--- src/rtl/instr_fetch_unit_if.sv ---
// instr_fetch_unit_if: start control, instruction-memory read port, core
// issue port and status, bundled for the fetch unit and its environment.
interface instr_fetch_unit_if #(
  parameter int INSTRUCTION_WIDTH = 15,
  parameter int ADDRESS_WIDTH     = 16,
  parameter int WORD_WIDTH        = 16
);
  // control
  logic                         start;
  logic [ADDRESS_WIDTH-1:0]     start_address;
  // instruction memory
  logic [ADDRESS_WIDTH-1:0]     imem_address;
  logic                         imem_rden;
  logic [WORD_WIDTH-1:0]        imem_q;
  // core side
  logic                         core_busy;
  logic [INSTRUCTION_WIDTH-1:0] instruction;
  logic                         instr_valid;
  // status
  logic [ADDRESS_WIDTH-1:0]     pc;
  logic                         running;
  logic                         halted;

  // fetch unit side
  modport master (
    input  start, start_address, imem_q, core_busy,
    output imem_address, imem_rden, instruction, instr_valid, pc, running, halted
  );

  // memory / core / controller side
  modport slave (
    output start, start_address, imem_q, core_busy,
    input  imem_address, imem_rden, instruction, instr_valid, pc, running, halted
  );
endinterface

--- src/rtl/instr_fetch_unit.sv ---
// instr_fetch_unit: fetches 16-bit words from a 1-cycle-latency instruction
// memory into a small prefetch FIFO and issues one 15-bit instruction per
// cycle to the core. A word with bit 15 set is a HALT marker: fetching stops,
// the FIFO drains, then the unit parks in HALTED. Idle cycles issue NOP_WORD.
module instr_fetch_unit #(
  parameter int                           INSTRUCTION_WIDTH = 15,
  parameter int                           ADDRESS_WIDTH     = 16,
  parameter int                           WORD_WIDTH        = 16,
  parameter int                           FIFO_DEPTH        = 4,
  parameter logic [INSTRUCTION_WIDTH-1:0] NOP_WORD          = 15'h02C0
) (
  input logic                clk,
  input logic                reset,
  instr_fetch_unit_if.master bus
);
  localparam int PTR_W = $clog2(FIFO_DEPTH);
  localparam int CNT_W = PTR_W + 1;
  localparam logic [CNT_W-1:0] DEPTH_CNT = CNT_W'(FIFO_DEPTH);

  typedef enum logic [1:0] {IDLE, FETCH, DRAIN, HALTED} state_t;

  state_t                       state;
  logic [ADDRESS_WIDTH-1:0]     pc_q;
  logic [INSTRUCTION_WIDTH-1:0] fifo_mem [FIFO_DEPTH];
  logic [PTR_W-1:0]             wr_ptr;
  logic [PTR_W-1:0]             rd_ptr;
  logic [CNT_W-1:0]             count;
  logic                         inflight;  // a read was issued last cycle

  logic                         active;
  logic                         request;
  logic                         word_back;
  logic                         halt_seen;
  logic                         push;
  logic                         bypass;
  logic                         pop;
  logic                         store;
  logic [CNT_W-1:0]             occupancy;
  logic [INSTRUCTION_WIDTH-1:0] head;

  // Request, return and issue decisions for the current cycle.
  always_comb begin
    // NOTE: every signal gets a default before any branch so no latch is inferred.
    active      = 1'b0;
    request     = 1'b0;
    word_back   = 1'b0;
    halt_seen   = 1'b0;
    push        = 1'b0;
    pop         = 1'b0;
    store       = 1'b0;
    occupancy   = count + CNT_W'(inflight);
    bypass      = (count == '0);
    head        = bypass ? bus.imem_q[INSTRUCTION_WIDTH-1:0] : fifo_mem[rd_ptr];

    active      = (state == FETCH) || (state == DRAIN);
    // Keep one slot reserved for the word still on its way back.
    request     = (state == FETCH) && (occupancy < DEPTH_CNT);
    // Returns that arrive after HALT (state already DRAIN) are discarded.
    word_back   = (state == FETCH) && inflight;
    halt_seen   = word_back && bus.imem_q[WORD_WIDTH-1];
    push        = word_back && !bus.imem_q[WORD_WIDTH-1];
    pop         = active && (push || !bypass) && !bus.core_busy;
    // An empty FIFO hands the returning word straight to the core.
    store       = push && !(pop && bypass);

    bus.instruction = pop ? head : NOP_WORD;
    bus.instr_valid = pop;
  end

  assign bus.imem_rden    = request;
  assign bus.imem_address = pc_q;
  assign bus.pc           = pc_q;
  assign bus.running      = active;
  assign bus.halted       = (state == HALTED);

  // Sequencer: state, fetch pointer, in-flight flag and FIFO bookkeeping.
  always_ff @(posedge clk or posedge reset) begin
    // NOTE: sequential state uses non-blocking assignments so every register
    // samples the pre-edge values regardless of statement order.
    if (reset) begin
      state    <= IDLE;
      pc_q     <= '0;
      wr_ptr   <= '0;
      rd_ptr   <= '0;
      count    <= '0;
      inflight <= 1'b0;
    end else begin
      if (store) wr_ptr <= wr_ptr + PTR_W'(1);
      if (pop && !bypass) rd_ptr <= rd_ptr + PTR_W'(1);
      if (push && !pop) count <= count + CNT_W'(1);
      else if (pop && !push) count <= count - CNT_W'(1);

      case (state)
        IDLE, HALTED: begin
          if (bus.start) begin
            state    <= FETCH;
            pc_q     <= bus.start_address;
            wr_ptr   <= '0;
            rd_ptr   <= '0;
            count    <= '0;
            inflight <= 1'b0;
          end
        end
        FETCH: begin
          inflight <= request;
          if (request) pc_q <= pc_q + ADDRESS_WIDTH'(1);
          if (halt_seen) state <= DRAIN;
        end
        DRAIN: begin
          inflight <= 1'b0;
          if (count == '0) state <= HALTED;
        end
        default: state <= IDLE;
      endcase
    end
  end

  // FIFO storage write port.
  always_ff @(posedge clk) begin
    // NOTE: storage is deliberately not reset; count and pointers define validity.
    if (store) fifo_mem[wr_ptr] <= bus.imem_q[INSTRUCTION_WIDTH-1:0];
  end
endmodule

--- src/flat_wrapper.sv ---
// flat-port wrapper written by rule: the top's interface ports become plain ports
module instr_fetch_unit_flat 
#(
  parameter int                           INSTRUCTION_WIDTH = 15,
  parameter int                           ADDRESS_WIDTH     = 16,
  parameter int                           WORD_WIDTH        = 16,
  parameter int                           FIFO_DEPTH        = 4,
  parameter logic [INSTRUCTION_WIDTH-1:0] NOP_WORD          = 15'h02C0
)
  (clk, reset, bus_start, bus_start_address, bus_imem_q, bus_core_busy, bus_imem_address, bus_imem_rden, bus_instruction, bus_instr_valid, bus_pc, bus_running, bus_halted);
  instr_fetch_unit_if #(.INSTRUCTION_WIDTH(INSTRUCTION_WIDTH), .ADDRESS_WIDTH(ADDRESS_WIDTH), .WORD_WIDTH(WORD_WIDTH)) bus_i ();
  input logic clk;
  input logic reset;
  input wire logic [$bits(bus_i.start)-1:0] bus_start;
  input wire logic [$bits(bus_i.start_address)-1:0] bus_start_address;
  input wire logic [$bits(bus_i.imem_q)-1:0] bus_imem_q;
  input wire logic [$bits(bus_i.core_busy)-1:0] bus_core_busy;
  output wire logic [$bits(bus_i.imem_address)-1:0] bus_imem_address;
  output wire logic [$bits(bus_i.imem_rden)-1:0] bus_imem_rden;
  output wire logic [$bits(bus_i.instruction)-1:0] bus_instruction;
  output wire logic [$bits(bus_i.instr_valid)-1:0] bus_instr_valid;
  output wire logic [$bits(bus_i.pc)-1:0] bus_pc;
  output wire logic [$bits(bus_i.running)-1:0] bus_running;
  output wire logic [$bits(bus_i.halted)-1:0] bus_halted;
  assign bus_i.start = bus_start;
  assign bus_i.start_address = bus_start_address;
  assign bus_i.imem_q = bus_imem_q;
  assign bus_i.core_busy = bus_core_busy;
  assign bus_imem_address = bus_i.imem_address;
  assign bus_imem_rden = bus_i.imem_rden;
  assign bus_instruction = bus_i.instruction;
  assign bus_instr_valid = bus_i.instr_valid;
  assign bus_pc = bus_i.pc;
  assign bus_running = bus_i.running;
  assign bus_halted = bus_i.halted;
  instr_fetch_unit #(.INSTRUCTION_WIDTH(INSTRUCTION_WIDTH), .ADDRESS_WIDTH(ADDRESS_WIDTH), .WORD_WIDTH(WORD_WIDTH), .FIFO_DEPTH(FIFO_DEPTH), .NOP_WORD(NOP_WORD)) u_core (.clk(clk), .reset(reset), .bus(bus_i));
endmodule
--- config.mk ---
export PLATFORM = sky130hd
export DESIGN_NAME = instr_fetch_unit_flat
export DESIGN_NICKNAME = d
export VERILOG_FILES = /design/src/rtl/instr_fetch_unit_if.sv /design/src/rtl/instr_fetch_unit.sv /design/src/flat_wrapper.sv
export SDC_FILE = /design/constraint.sdc
export NUM_CORES = 1
export LEC_CHECK = 0
export CAP_MARGIN = 25
export CORE_UTILIZATION = 55
export DETAILED_ROUTE_END_ITERATION = 10
export GPL_ROUTABILITY_DRIVEN = 0
export PLACE_DENSITY = 0.85
export SKIP_LAST_GASP = 1
export SLEW_MARGIN = 40
export SYNTH_ARGS = -nofsm -noshare
export SYNTH_HDL_FRONTEND = slang
export SYNTH_SLANG_ARGS = --single-unit
--- constraint.sdc ---
create_clock -name clk -period 4.1 [get_ports clk]
set_input_delay 0.41 -clock clk [delete_from_list [all_inputs] [get_ports clk]]
set_output_delay 0.41 -clock clk [all_outputs]
set_load 0.01 [all_outputs]
== Word-level counts from Yosys, hierarchy flattened ==
Memory sizes are Yosys's and may differ from the RTL's.
Cells that the tools add are included.
Cells by class
  add/sub/neg operators: 6
  $mul: 0
  div/mod/pow operators: 0
  magnitude comparators: 1
  equality and inequality tests: 7
  shift operators: 0
  multiplexer cells: 23
  bitwise operators: 0
  reduce and logical (&&, ||, !) cells: 25
Operators by type and width (count)
  two-way mux 16 bit: 2
  case mux 16 bit (2 select lines): 1
  two-way mux 15 bit: 2
  two-way mux 2 bit: 9
  adder 16 x 1 -> 16 bit, second input constant: 1
  two-way mux 3 bit: 4
  logical AND 1 bit: 11
  zero test 1 bit: 6
  case mux 2 bit (3 select lines): 1
  AND reduction 3 bit: 2
  adder 2 x 1 -> 2 bit, second input constant: 2
  equality test 2 bit, second input constant: 2
  != test 2 x 1 -> 1 bit, second input constant: 2
  != test 2 bit, second input constant: 2
  adder 3 x 1 -> 3 bit: 1
  adder 3 x 1 -> 3 bit, second input constant: 1
  zero test 3 bit: 1
  less-than comparator 3 bit, second input constant: 1
  two-way mux 1 bit: 3
  case mux 1 bit (3 select lines): 1
  subtractor 3 x 1 -> 3 bit, second input constant: 1
  equality test 2 x 1 -> 1 bit, second input constant: 1
  zero test 2 bit: 1
  logical OR 1 bit: 2
  2 further kinds: 2
Storage, ports and cells
  bits in registers: 26
  bits in latches: 0
  RAM bits: 60
  ROM bits: 0
  bits of input ports: 36
  output and inout port bits: 51
  logic and storage cells: 69
  memories: 1
Memory list
  u_core.fifo_mem: depth 4, bits a word 15, rd ports 1, clocked after Yosys merged registers in 0, write ports 1, RTL line instr_fetch_unit.sv:24  | logic [INSTRUCTION_WIDTH-1:0] fifo_mem [FIFO_DEPTH];

== Depth between registers and ports, before layout ==
Gate-level depths: netlist (run 1).
  depth after elaboration: 12
  mapped depth: 10
  mapped depth without buffers: 7

== Worst setup path after synthesis (run 1) ==
No wires, ideal clock.
  kind: register to output
  start point: register u_core.state[0]
  end point: output bus_instruction[0]
  data arrival time: 1946 ps
  data required time: 3690 ps
  setup slack: 1744 ps
  cell stages (with the launch flop): 8
  buffers on the path: 2
  path through: dfrtp_1 > inv_1 > ha_1 > or2_2 > clkbuf_1 > nor2_1 > clkbuf_1 > a22o_1
Between the ends
  word-level cells in the longest chain between the ends: 7
RTL lines
  start: declaration: RTL line instr_fetch_unit.sv:22  | state_t state;
  start signal: assignment: RTL line instr_fetch_unit.sv:81  | state <= IDLE;
  start signal: assignment: RTL line instr_fetch_unit.sv:96  | state <= FETCH;
  start signal: assignment: RTL line instr_fetch_unit.sv:107  | if (halt_seen) state <= DRAIN;
  equality test 2 x 1 -> 1 bit: RTL line instr_fetch_unit.sv:55, instr_fetch_unit.sv:59
  logical AND 1 bit: RTL line instr_fetch_unit.sv:59  | word_back = (state == FETCH) && inflight;
  logical AND 1 bit: RTL line instr_fetch_unit.sv:61  | push = word_back && !bus.imem_q[WORD_WIDTH-1];
  logical OR 1 bit: RTL line instr_fetch_unit.sv:62  | pop = active && (push || !bypass) && !bus.core_busy;
  logical AND 1 bit * (2 in a row): RTL line instr_fetch_unit.sv:62
  two-way mux 15 bit *: RTL line instr_fetch_unit.sv:66  | bus.instruction = pop ? head : NOP_WORD;
  end: declaration: RTL line flat_wrapper.sv:20  | output wire logic [$bits(bus_i.instruction)-1:0] bus_instruction;
Mark *: on every way between the ends. The rest lies on a longest branch, timed or not.

== Worst setup path after layout (run 1) ==
  start point: register u_core.state[1]
  end point: output bus_instruction[5]
The elaborated chain is that of the path after synthesis.

==> metrics.md, run 1 <==
| Metric | Value |
|---|---|
| Status | `finished, final reports clean` |
| CTS root buf | `clkbuf_8` |
| CTS Buffer Depth | `2` |
| WS Path Type | `flop to output port` |
| Sw Share | `0.386` |
| NumNets Final | `around 450` |
| Post-CTS Resized | `0` |
| Drt total wl | `8.54 mm` |
| Switching pwr | `around 1.4 mW` |
| Syn Nets | `roughly 380` |
| Worst slew margin | `0.470` |
| #FFs+latches synth | `between 80 and 90` |
| Worst hold path type | `input pin to asynchronous set/reset pin` |
| Compound-Gate Fraction of Synth Area | `0.126` |
| Initial DRC count | `220` |
| Cell variety after synth | `52` |
| Setup violations, final | `0` |
| Final cycle utilization of the critical path | `0.788` |
| RSZ-0062 raised after global routing | `no` |
| Final hold violation count | `0` |
| Die extent in y | `around 90 um` |
| Clock Skew | `around 0.016 ns` |
| # rows | `31` |
| Max cap viols | `0` |
| Mean routed wirelength per cell | `approximately 17 um` |
| CTS sink count | `86` |
| P per Cell Area | `roughly 670 mW/mm2` |
| Ys async rst share | `0.302` |
| Mux share of post-synthesis cell area | `0.0887` |
| DR WL met3 | `445 um` |
| Max stage delay cell, worst path | `clkdlybuf4s50_1` |
| DRT met1 WL | `about 3.8 mm` |
| First-pass GRT wire length | `14.0 mm` |
| Max VDD drop | `around 0.43 mV` |
| Simple-gate area share of the yosys netlist | `0.102` |
| DR top layer | `met4` |
| Largest net degree at the start of global routing | `38` |
| Setup bufs post-CTS | `0` |
| Sequential area share after synthesis | `0.576` |
| IO Pins | `87` |
| Number of H-tree levels | `3` |
| Adder-cell share of the synthesized area | `0.0323` |
| Synth Area in XOR/XNOR | `0.0123` |
| Worst Tran Pin Value | `about 0.80 ns` |
| Sequential share of power | `0.373` |
| Diodes inserted | `0` |
| Cell Area, Synth | `0.00426 mm2` |
| Fin. max-slew vios | `0` |
| Critical Path Fanout Max | `37` |
| Minimum clock period | `roughly 3.2 ns` |
| Die width | `90.0 um` |
| Post-synth EDFFs | `60` |
| Via count | `2929` |
| Vias in the first global route | `between 2000 and 3000` |
| Antenna violations before repair | `0` |
| Highest Clock Rate | `a little over 300 MHz` |
| Synth Area per Inst | `around 13 um2` |
| Detailed placement HPWL | `5.81 mm` |
| Post-CTS Hold Fix Bufs | `0` |
| Leading post-synthesis cells by cell area | `edfxtp_1, dfrtp_1, mux4_2, ha_1, a22o_1` |
| Clk pwr share | `0.150` |
| # fillers | `~520` |
| Worst Setup Start Kind | `flop` |
| GRT Overall Usage | `0.219` |
| Worst Path Required | `around 3.7 ns` |
| Routed Antenna Nets | `0` |
| Most used cell, CP | `buf_4` |
| Cts bufs inserted | `9` |
| Number of vias per cell | `slightly below 6` |
| Ys flop type | `edfxtp_1` |
| Yosys top cell by area | `edfxtp_1` |
| Overflow left after global routing | `0` |
| CTS tree | `built` |
| Post-route DRC | `0` |
| Internal power | `2.15 mW` |
| Total core area | `about 0.0074 mm2` |
| Detailed Routing Iterations Pass 1 | `4` |
| P_leak | `about 1.9 nW` |
| Logic pwr share | `0.477` |
| Crit-path cells | `inv_1, ha_1, buf_4, nand3b_1, nor3_1, buf_4, a22o_1, clkdlybuf4s50_1` |
| Initial Utilization | `0.578` |
| Skew-Pair Late Insertion Delay | `0.35 ns` |
| Ratio of cells with drive above 1 in the final layout | `0.104` |
| Met2 wire length | `4.15 mm` |
| Crit path capture type | `output port` |
| Clock-pin transition on the worst setup and hold timing paths | `approximately 0.080 ns` |
| Pwr Total | `3.50 mW` |
| Layout area overhead | `22.8%` |
| Crit path arrival time | `2.82 ns` |
| IO buf count | `86` |
| Critical Path Max Stage Delay | `between 0.5 and 0.6 ns` |
| Cells after Synth | `around 330` |
| Setup TNS Final | `0 ns` |
| Dominant combinational cell family by area after synthesis | `compound AO/OA/AOI/OAI gates` |
| Die ar. | `slightly above 0.008 mm2` |
| Top-area cell type share of the netlist area | `0.423` |
| Fin util | `0.710` |
| Syn. warnings | `0` |
## stage by stage
stage / hold slack (ns) / cells / setup slack (ns) / cell area (um2)
2_1_floorplan: 0.450 / 329 / 1.74 / 4260
3_3_place_gp: 0.544 / 486 / 1.31 / 5050
3_5_place_dp: 0.555 / 486 / 1.23 / 5050
4_1_cts: 0.432 / 502 / 0.879 / 5230
5_1_grt: 0.477 / 502 / 0.751 / 5230
6_report: 0.426 / 502 / 0.869 / 5230
## final timing paths
check / endpoint / startpoint / cells after the start / slack, ns
worst min-delay path: u_core.bus.imem_address[0] / reset / 2 / 0.43
worst min register to register: u_core.inflight / u_core.inflight / 1 / 0.57
min in group clk: u_core.inflight / u_core.inflight / 1 / 0.57
worst max register to register: u_core.fifo_mem[3][5] / u_core.state[1] / 6 / 1.24
max in group asynchronous: u_core.count[0] / reset / 2 / 3.30
worst max-delay path: bus_instruction[5] / u_core.state[1] / 8 / 0.87
## per-layer routing
| layer | GRT usage | vias to the layer above |
|---|---|---|
| met3 | 0.0372 | 19 |
| li1 | - | 1374 |
| met1 | 0.294 | 1433 |
| met5 | 0 | - |
| met4 | 0.0860 | 0 |
| met2 | 0.359 | 103 |
## area by class of cell
cell class,instances,area [um2],area share
Sequential cell,86,2450,0.469
Multi-Input combinational cell,199,1540,0.295
Timing Repair Buffer,90,891,0.170
Clock buffer,10,128,0.0244
Tap cell,99,124,0.0237
Clock inverter,6,46.3,0.00885
Inverter,12,45.0,0.00861
## sequential cells by signal (all words and copies together) (netlist names)
| register | flops |
|---|---|
| u_core.state | 2 |
| u_core.count | 3 |
| u_core.bus.imem_address | 16 |
| u_core.inflight | 1 |
| u_core.wr_ptr | 2 |
| u_core.rd_ptr | 2 |
| u_core.fifo_mem | 60 |
## cells in the mapped netlist, types with 3 or more instances
master,n
edfxtp_1,60
dfrtp_1,26
nand2_1,23
a21oi_1,22
nor2_1,20
buf_4,16
a22o_1,15
mux4_2,15
inv_1,12
ha_1,11
o21ai_0,10
nand3_1,8
nor3_1,8
clkbuf_1,6
o22ai_1,6
and2_1,5
buf_2,5
o22a_1,5
mux2i_1,4
xnor2_1,4
a21o_1,3
nand2b_1,3
## worst max-delay path: cells and delay by family, from the launching register on
| kind | cells | cell delay (ns) |
|---|---|---|
| buffers and inverters | 4 | 1.20 |
| AND/OR/NAND/NOR | 2 | 0.53 |
| flip-flops | 1 | 0.40 |
| AO/OA/AOI/OAI | 1 | 0.19 |
| adder cells (fa/ha/maj) | 1 | 0.15 |
## cell usage in the layout (no fill, tap or decap), drive strengths merged, types with 3 or more instances in the layout
cell type,count
xnor2,4
and2,5
and4,3
o21ai,10
nor2,20
mux2i,4
a21oi,22
o22ai,6
o22a,5
nand2,23
buf,4
inv,14
clkdlybuf4s50,86
edfxtp,60
nand3,10
a21o,3
a22o,15
dfrtp,26
mux4,15
clkinv,4
nand2b,3
clkbuf,10
ha,11
nor3,9
## power groups by stage
| stage | combinational [mW] | sequential [mW] | clock, mW |
|---|---|---|---|
| final | 1.67 | 1.31 | 0.526 |
| after global routing | 1.82 | 1.34 | 0.569 |
| after CTS | 1.68 | 1.31 | 0.537 |
| after detailed placement | 1.67 | 1.32 | 0 |
| after global placement | 1.63 | 1.32 | 0 |
| after floorplan | 1.16 | 1.27 | 0 |
## logic make-up (layout without fill, tap and decap cells)
group	Yosys count	after routing
buf+inv	44	118
mux	19	19
fa+ha+maj	11	11
simple gates	85	85
flops	86	86
xor+xnor	6	6
compound gates	78	78
Power figures use the tool's default switching activity.
==> run 2: changes to the inputs <==
--- a/config.mk
+++ b/config.mk
@@ -6,10 +6,10 @@
 export NUM_CORES = 1
 export LEC_CHECK = 0
 export CAP_MARGIN = 25
-export CORE_UTILIZATION = 55
+export CORE_UTILIZATION = 52
 export DETAILED_ROUTE_END_ITERATION = 10
 export GPL_ROUTABILITY_DRIVEN = 0
-export PLACE_DENSITY = 0.85
+export PLACE_DENSITY = 0.81
 export SKIP_LAST_GASP = 1
 export SLEW_MARGIN = 40
 export SYNTH_ARGS = -nofsm -noshare
==> constraint.sdc (replaced) <==
create_clock -name clk -period 3.2 [get_ports clk]
set_input_delay 0.32 -clock clk [delete_from_list [all_inputs] [get_ports clk]]
set_output_delay 0.32 -clock clk [all_outputs]
set_load 0.01 [all_outputs]
==> metrics.md, run 2 (synthesis gave the netlist of run 1 again) <==
| Metric | Value |
|---|---|
| Status | `finished, final reports clean (unchanged)` |
| DR WL met3 | `549 um (was 445 um)` |
| Die ar. | `0.00855 mm2 (was 0.00810 mm2)` |
| Pre-CTS WS | `0.481 ns (was 1.23 ns)` |
| Setup violations, final | `0 (unchanged)` |
| Setup TNS Final | `0 ns (unchanged)` |
| Detailed placement HPWL | `6.26 mm (was 5.81 mm)` |
| CTS tree | `built (unchanged)` |
| Initial Utilization | `0.545 (was 0.578)` |
| Mean routed wirelength per cell | `18.3 um (was 17.0 um)` |
| Drt total wl | `9.35 mm (was 8.54 mm)` |
| First-pass GRT wire length | `14.9 mm (was 14.0 mm)` |
| Worst Path Required | `2.88 ns (was 3.69 ns)` |
| Max cap viols | `0 (unchanged)` |
| Clock-pin transition on the worst setup and hold timing paths | `0.08 ns (about the same)` |
| Fin util | `0.680 (was 0.710)` |
| Post-CTS Hold Fix Bufs | `0 (unchanged)` |
| Final cycle utilization of the critical path | `0.941` |
| R2R Setup Slk | `0.81 ns (was 1.24 ns)` |
| Number of H-tree levels | `3 (unchanged)` |
| Clock Skew | `0.00835 ns (was 0.0157 ns)` |
| P per Cell Area | `888 mW/mm2 (was 670 mW/mm2)` |
| P_leak | `1.91 nW (was 1.88 nW)` |
| Initial DRC count | `246 (was 220)` |
| Post-CTS Resized | `0 (unchanged)` |
| Crit path capture type | `output port (unchanged)` |
| Post-route DRC | `0 (unchanged)` |
| Max reg flops | `60 (unchanged)` |
| Worst Reg-to-Reg Cells | `7 (was 6)` |
| Pwr Total | `4.72 mW (was 3.50 mW)` |
| Placed cell count | `494 (was 486)` |
| Worst Tran Pin Value | `0.776 ns (was 0.795 ns)` |
| Min Hold Slack | `0.332 ns (was 0.426 ns)` |
| Die extent in y | `92.5 um (was 90.0 um)` |
| Max VDD drop | `0.508 mV (was 0.435 mV)` |
| CTS root buf | `clkbuf_8 (unchanged)` |
| Worst Setup Start Kind | `flop (unchanged)` |
| Largest net degree at the start of global routing | `36 (was 38)` |
| # rows | `32 (was 31)` |
| NumNets Final | `450 (was 445)` |
| Biggest register | `u_core.fifo_mem (unchanged)` |
| Detailed Routing Iterations Pass 1 | `4 (unchanged)` |
| Final hold violation count | `0 (unchanged)` |
| Commonest non-fill, non-tap cell in the layout | `clkdlybuf4s50_1 (unchanged)` |
| Critical R2R Capture | `u_core.bus.imem_address[10] (was u_core.fifo_mem[3][5])` |
| Highest Clock Rate | `around 330 MHz` |
| Crit path arrival time | `2.69 ns (was 2.82 ns)` |
| DR top layer | `met4 (unchanged)` |
| Total core area | `0.00781 mm2 (was 0.00737 mm2)` |
| Fin. max-slew vios | `0 (unchanged)` |
| Multi-input logic area | `0.00154 mm2 (about the same)` |
| Post-Layout Cell Count | `510 (was 502)` |
| Skew-Pair Late Insertion Delay | `0.35 ns (about the same)` |
| Met2 wire length | `4.66 mm (was 4.15 mm)` |
| Most frequent cells in the layout | `clkdlybuf4s50_1, edfxtp_1, dfrtp_1 (unchanged)` |
| Register area | `0.00245 mm2 (unchanged)` |
| Worst R2R Start | `u_core.state[0] (was u_core.state[1])` |
| IO buf count | `86 (unchanged)` |
| Cts bufs inserted | `9 (unchanged)` |
| CTS sink count | `86 (unchanged)` |
| Ratio of cells with drive above 1 in the final layout | `0.115 (was 0.104)` |
| Vias in the first global route | `2857 (was 2859)` |
| Number of vias per cell | `5.90 (was 5.83)` |
| Design area | `0.00531 mm2 (was 0.00523 mm2)` |
| Die width | `92.5 um (was 90.0 um)` |
| Critical Path Fanout Max | `12 (was 37)` |
| RSZ-0062 raised after global routing | `no (unchanged)` |
| GRT Overall Usage | `0.231 (was 0.219)` |
| Via count | `3007 (was 2929)` |
| Antenna violations before repair | `0 (unchanged)` |
| WS Path Type | `flop to output port (unchanged)` |
| Final WS setup | `0.189 ns (was 0.869 ns)` |
| Worst slew margin | `0.483 (was 0.470)` |
| Layout area overhead | `24.7% (was 22.8%)` |
| # fillers | `563 (was 524)` |
| Routed Antenna Nets | `0 (unchanged)` |
| Worst hold path type | `input pin to asynchronous set/reset pin (unchanged)` |
| CTS Buffer Depth | `2 (unchanged)` |
| DRT met1 WL | `3.92 mm (was 3.79 mm)` |
| Minimum clock period | `3.01 ns` |
| Diodes inserted | `0 (unchanged)` |
| Post-DP Area | `0.00509 mm2 (was 0.00505 mm2)` |
| Setup bufs post-CTS | `0 (unchanged)` |
| Overflow left after global routing | `0 (unchanged)` |
| IO Pins | `87 (unchanged)` |
==> run 2: cell types whose count changed in the layout (fill, tap and decap cells not counted), sizes merged <==
cell,delta
buf,+5
inv,-1
bufinv,+2
clkinvlp,+2
clkinv,-4
clkbuf,+1
==> run 2: worst max-delay path: stages, from the launching register on <==
cell and delay [ns]:
dfrtp_1 0.41, inv_1 0.07, ha_2 0.37, or2_2 0.34, nor3_1 0.19, buf_4 0.24, a22o_1 0.18, clkdlybuf4s50_1 0.53
==> run 2: routing by layer <==
metal | vias to the layer above | global-route usage
met1 | 1483 | 0.307
met3 | 18 | 0.0328
li1 | 1388 | -
met4 | 0 | 0.100
met5 | - | 0
met2 | 118 | 0.379
==> run 2: cell type report <==
| type | count | share of cell area |
|---|---|---|
| Inverter | 12 | 0.00848 |
| Timing Repair Buffer | 95 | 0.175 |
| Tap cell | 102 | 0.0240 |
| Clock inverter | 5 | 0.0158 |
| Sequential cell | 86 | 0.462 |
| Multi-Input combinational cell | 199 | 0.290 |
| Clock buffer | 11 | 0.0247 |
==> run 2: how the worst max path moves through the flow <==
stage               cells after the start             endpoint             from  slack [ns]
floorplan                               7   bus_instruction[0]  u_core.state[0]        0.93
CTS                                     7  bus_instruction[10]  u_core.state[0]        0.09
global route                            7   bus_instruction[8]  u_core.state[0]        0.07
finish                                  7  bus_instruction[10]  u_core.state[0]        0.19
global placement                        7   bus_instruction[3]  u_core.state[0]        0.61
detailed placement                      7  bus_instruction[10]  u_core.state[0]        0.48
==> run 2: power breakdown <==
group	switching (mW)	internal [mW]
Sequential	0.273	1.38
Combinational	1.12	1.12
Clock	0.385	0.443
Total	1.78	2.94
